==> config.mk <==
export PLATFORM = sky130hd
export DESIGN_NAME = spi_master_ctrl
export DESIGN_NICKNAME = d
export VERILOG_FILES = /design/src/rtl/spi_pkg.sv /design/src/rtl/spi_clk_div.sv /design/src/rtl/spi_master_ctrl.sv
export SDC_FILE = /design/constraint.sdc
export NUM_CORES = 1
export LEC_CHECK = 0
export CORE_MARGIN = 3
export CORE_UTILIZATION = 53
export CTS_CLUSTER_SIZE = 12
export DETAILED_ROUTE_END_ITERATION = 10
export MAX_ROUTING_LAYER = met4
export PLACE_DENSITY = 0.78
export SLEW_MARGIN = 20
export SYNTH_ARGS = -nofsm -noshare
export SYNTH_HDL_FRONTEND = slang
export SYNTH_SLANG_ARGS = --single-unit
==> constraint.sdc <==
create_clock -name clk_c -period 1.95 [get_ports clk_c]
set_input_delay 0.195 -clock clk_c [delete_from_list [all_inputs] [get_ports clk_c]]
set_output_delay 0.195 -clock clk_c [all_outputs]
set_load 0.01 [all_outputs]
==> src/rtl/spi_pkg.sv <==
// rtl/spi_pkg.sv - shared SPI state encoding and bus mode constants
package spi_pkg;

  typedef enum logic [1:0] {
    IDLE  = 2'd0,
    SETUP = 2'd1,
    XFER  = 2'd2,
    HOLD  = 2'd3
  } spi_state_e;

  localparam logic CPOL = 1'b0;
  localparam logic CPHA = 1'b0;

endpackage

==> src/rtl/spi_clk_div.sv <==
// rtl/spi_clk_div.sv - SCLK half-period divider, one tick every CLK_DIV cycles while enabled
module spi_clk_div #(
  parameter int CLK_DIV = 4
) (
  input  logic clk_c,
  input  logic reset_r,
  input  logic en_i,
  output logic tick_o
);

  localparam int W = (CLK_DIV > 1) ? $clog2(CLK_DIV) : 1;
  localparam logic [W-1:0] LAST = W'(CLK_DIV - 1);

  logic [W-1:0] cnt_q, cnt_d;

  always_comb begin
    cnt_d = '0;
    if (en_i && (cnt_q != LAST)) begin
      cnt_d = cnt_q + 1'b1;
    end
  end

  always_ff @(posedge clk_c or posedge reset_r) begin
    if (reset_r) begin
      cnt_q <= '0;
    end else begin
      cnt_q <= cnt_d;
    end
  end

  assign tick_o = en_i && (cnt_q == LAST);

endmodule

==> src/rtl/spi_master_ctrl.sv <==
// rtl/spi_master_ctrl.sv - SPI mode-0 master, one full-duplex N-bit word per start request
module spi_master_ctrl
  import spi_pkg::*;
#(
  parameter int N       = 8,
  parameter int CLK_DIV = 4
) (
  input  logic         clk_c,
  input  logic         reset_r,
  input  logic         start_i,
  input  logic [N-1:0] data_i,
  output logic [N-1:0] data_o,
  output logic         busy_o,
  output logic         done_o,
  output logic         sclk_o,
  output logic         mosi_o,
  input  logic         miso_i,
  output logic         cs_n_o
);

  localparam int BW = $clog2(N);
  localparam logic [BW-1:0] LAST_BIT = BW'(N - 1);

  spi_state_e   state_q, state_d;
  logic [N-1:0] tx_q, tx_d;
  logic [N-1:0] rx_q, rx_d;
  logic [N-1:0] data_q, data_d;
  logic [BW-1:0] bit_q, bit_d;
  logic sclk_q, sclk_d;
  logic mosi_q, mosi_d;
  logic cs_n_q, cs_n_d;
  logic busy_q, busy_d;
  logic done_q, done_d;
  logic div_en;
  logic tick;

  assign div_en = (state_q != IDLE);

  spi_clk_div #(.CLK_DIV(CLK_DIV)) u_clk_div (
    .clk_c  (clk_c),
    .reset_r(reset_r),
    .en_i   (div_en),
    .tick_o (tick)
  );

  always_comb begin
    state_d = state_q;
    tx_d    = tx_q;
    rx_d    = rx_q;
    data_d  = data_q;
    bit_d   = bit_q;
    sclk_d  = sclk_q;
    mosi_d  = mosi_q;
    cs_n_d  = cs_n_q;
    busy_d  = busy_q;
    done_d  = 1'b0;
    case (state_q)
      IDLE: begin
        if (start_i) begin
          tx_d    = data_i;
          rx_d    = '0;
          bit_d   = '0;
          mosi_d  = data_i[N-1];
          cs_n_d  = 1'b0;
          busy_d  = 1'b1;
          state_d = SETUP;
        end
      end
      SETUP: begin
        if (tick) begin
          sclk_d  = 1'b1;
          rx_d    = {rx_q[N-2:0], miso_i};
          state_d = XFER;
        end
      end
      XFER: begin
        if (tick) begin
          if (!sclk_q) begin
            sclk_d = 1'b1;
            rx_d   = {rx_q[N-2:0], miso_i};
          end else begin
            // Falling edge: either present the next bit or finish the frame.
            sclk_d = 1'b0;
            if (bit_q == LAST_BIT) begin
              state_d = HOLD;
            end else begin
              bit_d  = bit_q + 1'b1;
              tx_d   = tx_q << 1;
              mosi_d = tx_q[N-2];
            end
          end
        end
      end
      HOLD: begin
        if (tick) begin
          cs_n_d  = 1'b1;
          busy_d  = 1'b0;
          done_d  = 1'b1;
          data_d  = rx_q;
          state_d = IDLE;
        end
      end
      default: state_d = IDLE;
    endcase
  end

  always_ff @(posedge clk_c or posedge reset_r) begin
    if (reset_r) begin
      state_q <= IDLE;
      tx_q    <= '0;
      rx_q    <= '0;
      data_q  <= '0;
      bit_q   <= '0;
      sclk_q  <= CPOL;
      mosi_q  <= 1'b0;
      cs_n_q  <= 1'b1;
      busy_q  <= 1'b0;
      done_q  <= 1'b0;
    end else begin
      state_q <= state_d;
      tx_q    <= tx_d;
      rx_q    <= rx_d;
      data_q  <= data_d;
      bit_q   <= bit_d;
      sclk_q  <= sclk_d;
      mosi_q  <= mosi_d;
      cs_n_q  <= cs_n_d;
      busy_q  <= busy_d;
      done_q  <= done_d;
    end
  end

  assign data_o = data_q;
  assign busy_o = busy_q;
  assign done_o = done_q;
  assign sclk_o = sclk_q;
  assign mosi_o = mosi_q;
  assign cs_n_o = cs_n_q;

endmodule

# ---- Word-level counts from Yosys, hierarchy flattened
# Index checks and enable logic that the tools add are counted.
dict set report totals {
  regBits 35
  latchBits 0
  mem_bits_rw 0
  mem_bits_ro 0
  inputBits 12
  out_inout_bits 13
  elab_cells 80
  mem_count 0
}
dict set report classes {
  add_sub_neg 2
  n_mul 0
  div_mod_pow 0
  n_lt_le_gt_ge 0
  eq_ne 14
  n_shift 0
  mux 39
  bitwise_logic 0
  reduce_logical 14
}
# op n
set op_table {}
lappend op_table {{$mux 8} 4}
lappend op_table {{$mux 7} 4}
lappend op_table {{$pmux 8 s3} 1}
lappend op_table {{$ne 2x2->1 const B} 9}
lappend op_table {{$mux 2} 7}
lappend op_table {{$pmux 7 s2} 1}
lappend op_table {{$mux 1} 12}
lappend op_table {{$mux 3} 4}
lappend op_table {{$reduce_and 5->1} 2}
lappend op_table {{$pmux 1 s2} 4}
lappend op_table {{$pmux 2 s4} 1}
lappend op_table {{$reduce_bool 2->1} 4}
lappend op_table {{$eq 2x2->1 const B} 3}
lappend op_table {{$pmux 3 s2} 1}
lappend op_table {{$reduce_and 3->1} 2}
lappend op_table {{$reduce_and 6->1} 1}
lappend op_table {{$add 3x1->3 const B} 1}
lappend op_table {{$eq 3x3->1 const B} 1}
lappend op_table {{$reduce_bool 3->1} 1}
lappend op_table {{$add 2x1->2 const B} 1}
lappend op_table {{$eq 2x1->1 const B} 1}
lappend op_table {{$logic_and 1x1->1} 2}
lappend op_table {{$logic_not 2->1} 1}
lappend op_table {{$reduce_and 2->1} 1}

# ---- Depth between registers and ports, before layout
dict set report logic_depth {
  word_depth 5
  mapped_depth 8
  depth_no_buf 6
}

# ---- Hierarchy
# From an unflattened synthesis, not the netlist that was laid out.
dict set report hier_totals {
  cells_unflattened 165
  hier_area_um2 1722.9
}
# module n_inst cells_each area_each_um2
set by_module_without_submodules {}
lappend by_module_without_submodules {spi_master_ctrl 1 158 1627.8}
lappend by_module_without_submodules {spi_clk_div 1 7 95.1}

# ---- Least setup slack after synthesis
# No wires, ideal clock.
dict set report synth_timing {
  path_type {reg2reg}
  startpoint {register state_q[0]}
  endpoint {register tx_q[1]}
  t_arrival_ns 1.624
  required_time_ns 1.824
  slack_ns 0.201
  stages_incl_launch_ff 8
  cell_sequence {dfrtp_1 -> inv_1 -> ha_1 -> clkbuf_8 -> nand2b_4 -> or4_4 -> o22ai_1 -> a211oi_1}
}
dict set report synth_between {
  elab_chain_cells 4
  elab_cells_between_ends 11
  cone_classes {5 x eq/ne; 1 x mux; 5 x reduce/logical}
}
# element line
set synth_rtl {}
lappend synth_rtl {{start: declaration} spi_master_ctrl.sv:24} ;# spi_state_e state_q, state_d;
lappend synth_rtl {{start signal: assignment} spi_master_ctrl.sv:120} ;# state_q <= state_d;
lappend synth_rtl {{$reduce_bool 2->1} spi_master_ctrl.sv:37} ;# assign div_en = (state_q != IDLE);
lappend synth_rtl {{$logic_and 1x1->1} spi_clk_div.sv:31} ;# assign tick_o = en_i && (cnt_q == LAST);
lappend synth_rtl {{$ne 2x2->1 (no source line)} --}
lappend synth_rtl {{$reduce_and 5->1 (no source line)} --}
lappend synth_rtl {{end signal: assignment} spi_master_ctrl.sv:121} ;# tx_q <= tx_d;
lappend synth_rtl {{end: declaration} spi_master_ctrl.sv:25} ;# logic [N-1:0] tx_q, tx_d;
# Parallel ways exist; a longest one is shown, timed or not.
# A chain may end at the register's enable or synchronous reset.

# ---- Worst setup path after layout
dict set report layout_timing {
  startpoint {register bit_q[0]}
  endpoint {register tx_q[6]}
}
dict set report layout_between {
  elab_chain_cells 3
}
# element line
set layout_rtl {}
lappend layout_rtl {{start: declaration} spi_master_ctrl.sv:28} ;# logic [BW-1:0] bit_q, bit_d;
lappend layout_rtl {{start signal: assignment} spi_master_ctrl.sv:124} ;# bit_q <= bit_d;
lappend layout_rtl {{$eq 3x3->1} spi_master_ctrl.sv:84} ;# if (bit_q == LAST_BIT) begin
lappend layout_rtl {{$ne 2x2->1 (no source line)} --}
lappend layout_rtl {{$reduce_and 5->1 (no source line)} --}
# No other way between the ends.

==> summary.md <==
| Metric | Value |
|---|---|
| Outcome | finished clean |
| Share of layout cells above drive strength 1 | 0.1337 |
| Num Clock Sinks | 35 |
| Finished Layout Cells | 218 |
| Leakage power | 1.030 nW |
| Die width | 61.85 um |
| Critical Path End Type | flop |
| Worst min path class | input port to async pin |
| Syn Nets | 174 |
| NumNets Final | 206 |
| Synthesized instance count | 154 |
| CP Launch Type | flop |
| H-tree Lvls | 2 |
| Core area | 2853 um2 |
| Setup Viol. Count Final | 0 |
| CTS root buf | clkbuf_4 |
| TritonCTS clock tree | yes |
| Max-cap viol count | 0 |
| Final Critical Period | 1.858 ns |
| Total global-route track usage | 0.1904 |
| Max Freq | 538.3 MHz |
| Port bufs | 24 |
| Setup bufs post-CTS | 0 |
| Skew final | 0.01163 ns |
| Post-synth EDFFs | 0 |
| RSZ-0062 raised after global routing | no |
| Top_reg_cell synth | dfrtp_1 |
| Initial DRC count | 71 |
| Setup TNS | 0 ns |
| Yosys top cell area share | 0.5148 |
| Headroom to the max-slew limit | 0.7038 |
| First-pass GRT wire length | 5.043 mm |
| Placed Cells | 210 |
| Antenna Nets Post-Route | 0 |
| CTS Hold Buffers Added | 0 |
| Die H | 61.85 um |
| Pin count of the biggest net entering global routing | 36 |
| Final period utilization | 0.9527 |
| Via count | 1191 |
| DR pass1 iterations | 4 |
| Tot Pwr | 1.430 mW |
| Gpl congestion | 0.9122 |
| Syn_area_per_cell | 10.73 um2 |
| WL per Instance | 14.18 um |
| Fillers | 203 |
| WP data arrival | 2.09 ns |
| Yosys warning total | 0 |
| Final Cell Area | 2056 um2 |
| Worst Max-Slew Pin Slew | 0.4403 ns |
| Area leader, netlist | dfrtp_1 |
| # rows | 19 |
| DR vias/cell | 5.463 |
| Seq/Total Area, Yosys | 0.5307 |
| Fin. Hold Viols | 0 |
| CTS Buf Count | 5 |
| Yosys cell types | 35 |
| Clock transition at the registers of the reported paths | 0.11 ns |
| DRT Wirelength | 3.091 mm |
| Top post-synthesis cells by area | dfrtp_1 51%, mux2i_1 6.7%, ha_1 6.1% |
| FF+latch count, synth | 35 |
| Vias in the first global route | 1169 |
| Multi-input logic area | 685.7 um2 |
| Initial antenna violation count | 0 |
| Worst-case vdd ir drop | 0.3864 mV |
| Area after DPL | 1939 um2 |
| Worst-skew pair later-pin latency | 0.35 ns |
| Post-DP HPWL | 2.252 mm |
| CP Data Required Time | 2.18 ns |
| CTS Buffer Depth | 2 |
| Diode count | 0 |
| Layout area overhead | 24.38% |
| Io pins | 25 |
| Async S/R FF share, synth | 1.000 |
| WS Path Type | flop to flop |
| Register area | 877.1 um2 |
| Critical path peak fanout | 4 |
| Max Slew Vio Count | 0 |
| Global route overflow | 0 |
| Post-Syn Area | 1653 um2 |
| DRC Markers | 0 |
| Die Area | 3825 um2 |
| Starting Density | 0.5794 |
| Register-to-register setup slack | 0.09 ns |
| P per Cell Area | 695.5 nW/um2 |
==> final cells by class <==
class | instances | area share
Timing Repair Buffer | 31 | 0.1424
Multi-Input combinational cell | 97 | 0.3335
Clock buffer | 6 | 0.02009
Clock inverter | 2 | 0.02921
Sequential cell | 35 | 0.4267
Inverter | 16 | 0.02921
Tap cell | 31 | 0.01887
==> metrics by stage <==
stage                     hold WS (ns)    util  setup WS, ns
after floorplan                 0.3228       -        0.2006
after global placement          0.4235  0.6798       0.07909
after detailed placement        0.4330  0.6798      -0.01584
after CTS                       0.2579  0.7171       0.07827
after global routing            0.2518  0.7206      0.008847
final                           0.2365  0.7206       0.09222
==> critical path: stages (launching register included) <==
cell	delay, ns
dfrtp_1	0.41
ha_1	0.21
ha_1	0.20
buf_4	0.14
or4_4	0.53
o22ai_1	0.18
a211oi_1	0.07
==> layout by cell type, fill, tap and decap left out, drive strengths merged <==
master / Yosys / layout
nor4: 1 / 1
clkbuf: 2 / 6
mux2i: 11 / 11
nor2: 8 / 8
or3: 2 / 2
o21ai: 11 / 11
a221o: 1 / 1
mux2: 2 / 2
a21oi: 4 / 4
and2: 2 / 2
nor3: 1 / 1
o22ai: 5 / 5
buf: 4 / 7
a32o: 1 / 1
nor2b: 1 / 1
nand2: 24 / 24
a2bb2oi: 4 / 4
dfstp: 1 / 1
dfrtp: 34 / 34
bufinv: 0 / 2
or3b: 1 / 1
nand2b: 3 / 3
clkdlybuf4s50: 0 / 24
nor3b: 1 / 1
ha: 8 / 8
a22o: 2 / 2
a211oi: 3 / 3
inv: 16 / 16
or4: 1 / 1
==> flip-flops by register name, summed over array words and instances (netlist names) <==
register / flops
bit_q: 3
state_q: 2
tx_q: 7
data_o: 8
mosi_o: 1
rx_q: 8
u_clk_div.cnt_q: 2
cs_n_o: 1
busy_o: 1
sclk_o: 1
done_o: 1
==> path summary, 6_finish.rpt <==
path | endpoint | cells after the start | from
min in group clk_c | rx_q[0]$_DFFE_PP0P_ | 3 | miso_i
worst max-delay path | tx_q[6]$_DFFE_PP0P_ | 6 | bit_q[0]$_DFFE_PP0P_
max in group asynchronous | cs_n_o$_DFFE_PP1P_ | 3 | reset_r
worst min-delay path | data_o[4]$_DFFE_PP0P_ | 3 | reset_r
worst min register to register | u_clk_div.cnt_q[0]$_DFF_PP0_ | 1 | u_clk_div.cnt_q[0]$_DFF_PP0_
worst max register to register | tx_q[6]$_DFFE_PP0P_ | 6 | bit_q[0]$_DFFE_PP0P_
==> cell usage after synthesis (2+ instances only) <==
cell and number:
a211oi_1 3, a21oi_1 3, a22o_1 2, a2bb2oi_1 4
dfrtp_1 34, ha_1 8, inv_1 16, mux2_2 2
mux2i_1 11, nand2_1 24, nand2b_1 2, nor2_1 7
o21ai_0 11, o22ai_1 5, or3_1 2
==> what timing repair did <==
| item | CTS | global route |
|---|---|---|
| resized for setup | 2 | 1 |
| endpoints found under the hold margin | 0 | 0 |
| setup endpoints to repair | 11 | 2 |
==> cell families after synthesis <==
logic type / count (synthesis) / share of synthesized area
and+or+nand+nor: 45 / 0.1401
DFF: 35 / 0.5307
AOI/OAI and AO/OA: 31 / 0.1249
muxes: 13 / 0.08024
adders and majority gates: 8 / 0.06056
buffers and inverters: 22 / 0.06358
==> routing by layer <==
layer | GRT usage | wire length [um] | up-vias
met2 | 0.2930 | 1481 | 25
met3 | 0.07438 | 144 | 5
met5 | - | 0 | -
met4 | 0.06364 | 37 | 0
met1 | 0.2289 | 1427 | 575
li1 | - | - | 586
==> power breakdown <==
group	leakage (nW)	internal [mW]	switching, mW
logic	0.546	0.0258	0.0244
clock network	0.0525	0.400	0.245
registers	0.431	0.732	0.00310
Note: power is estimated with default switching activity, not from simulation.
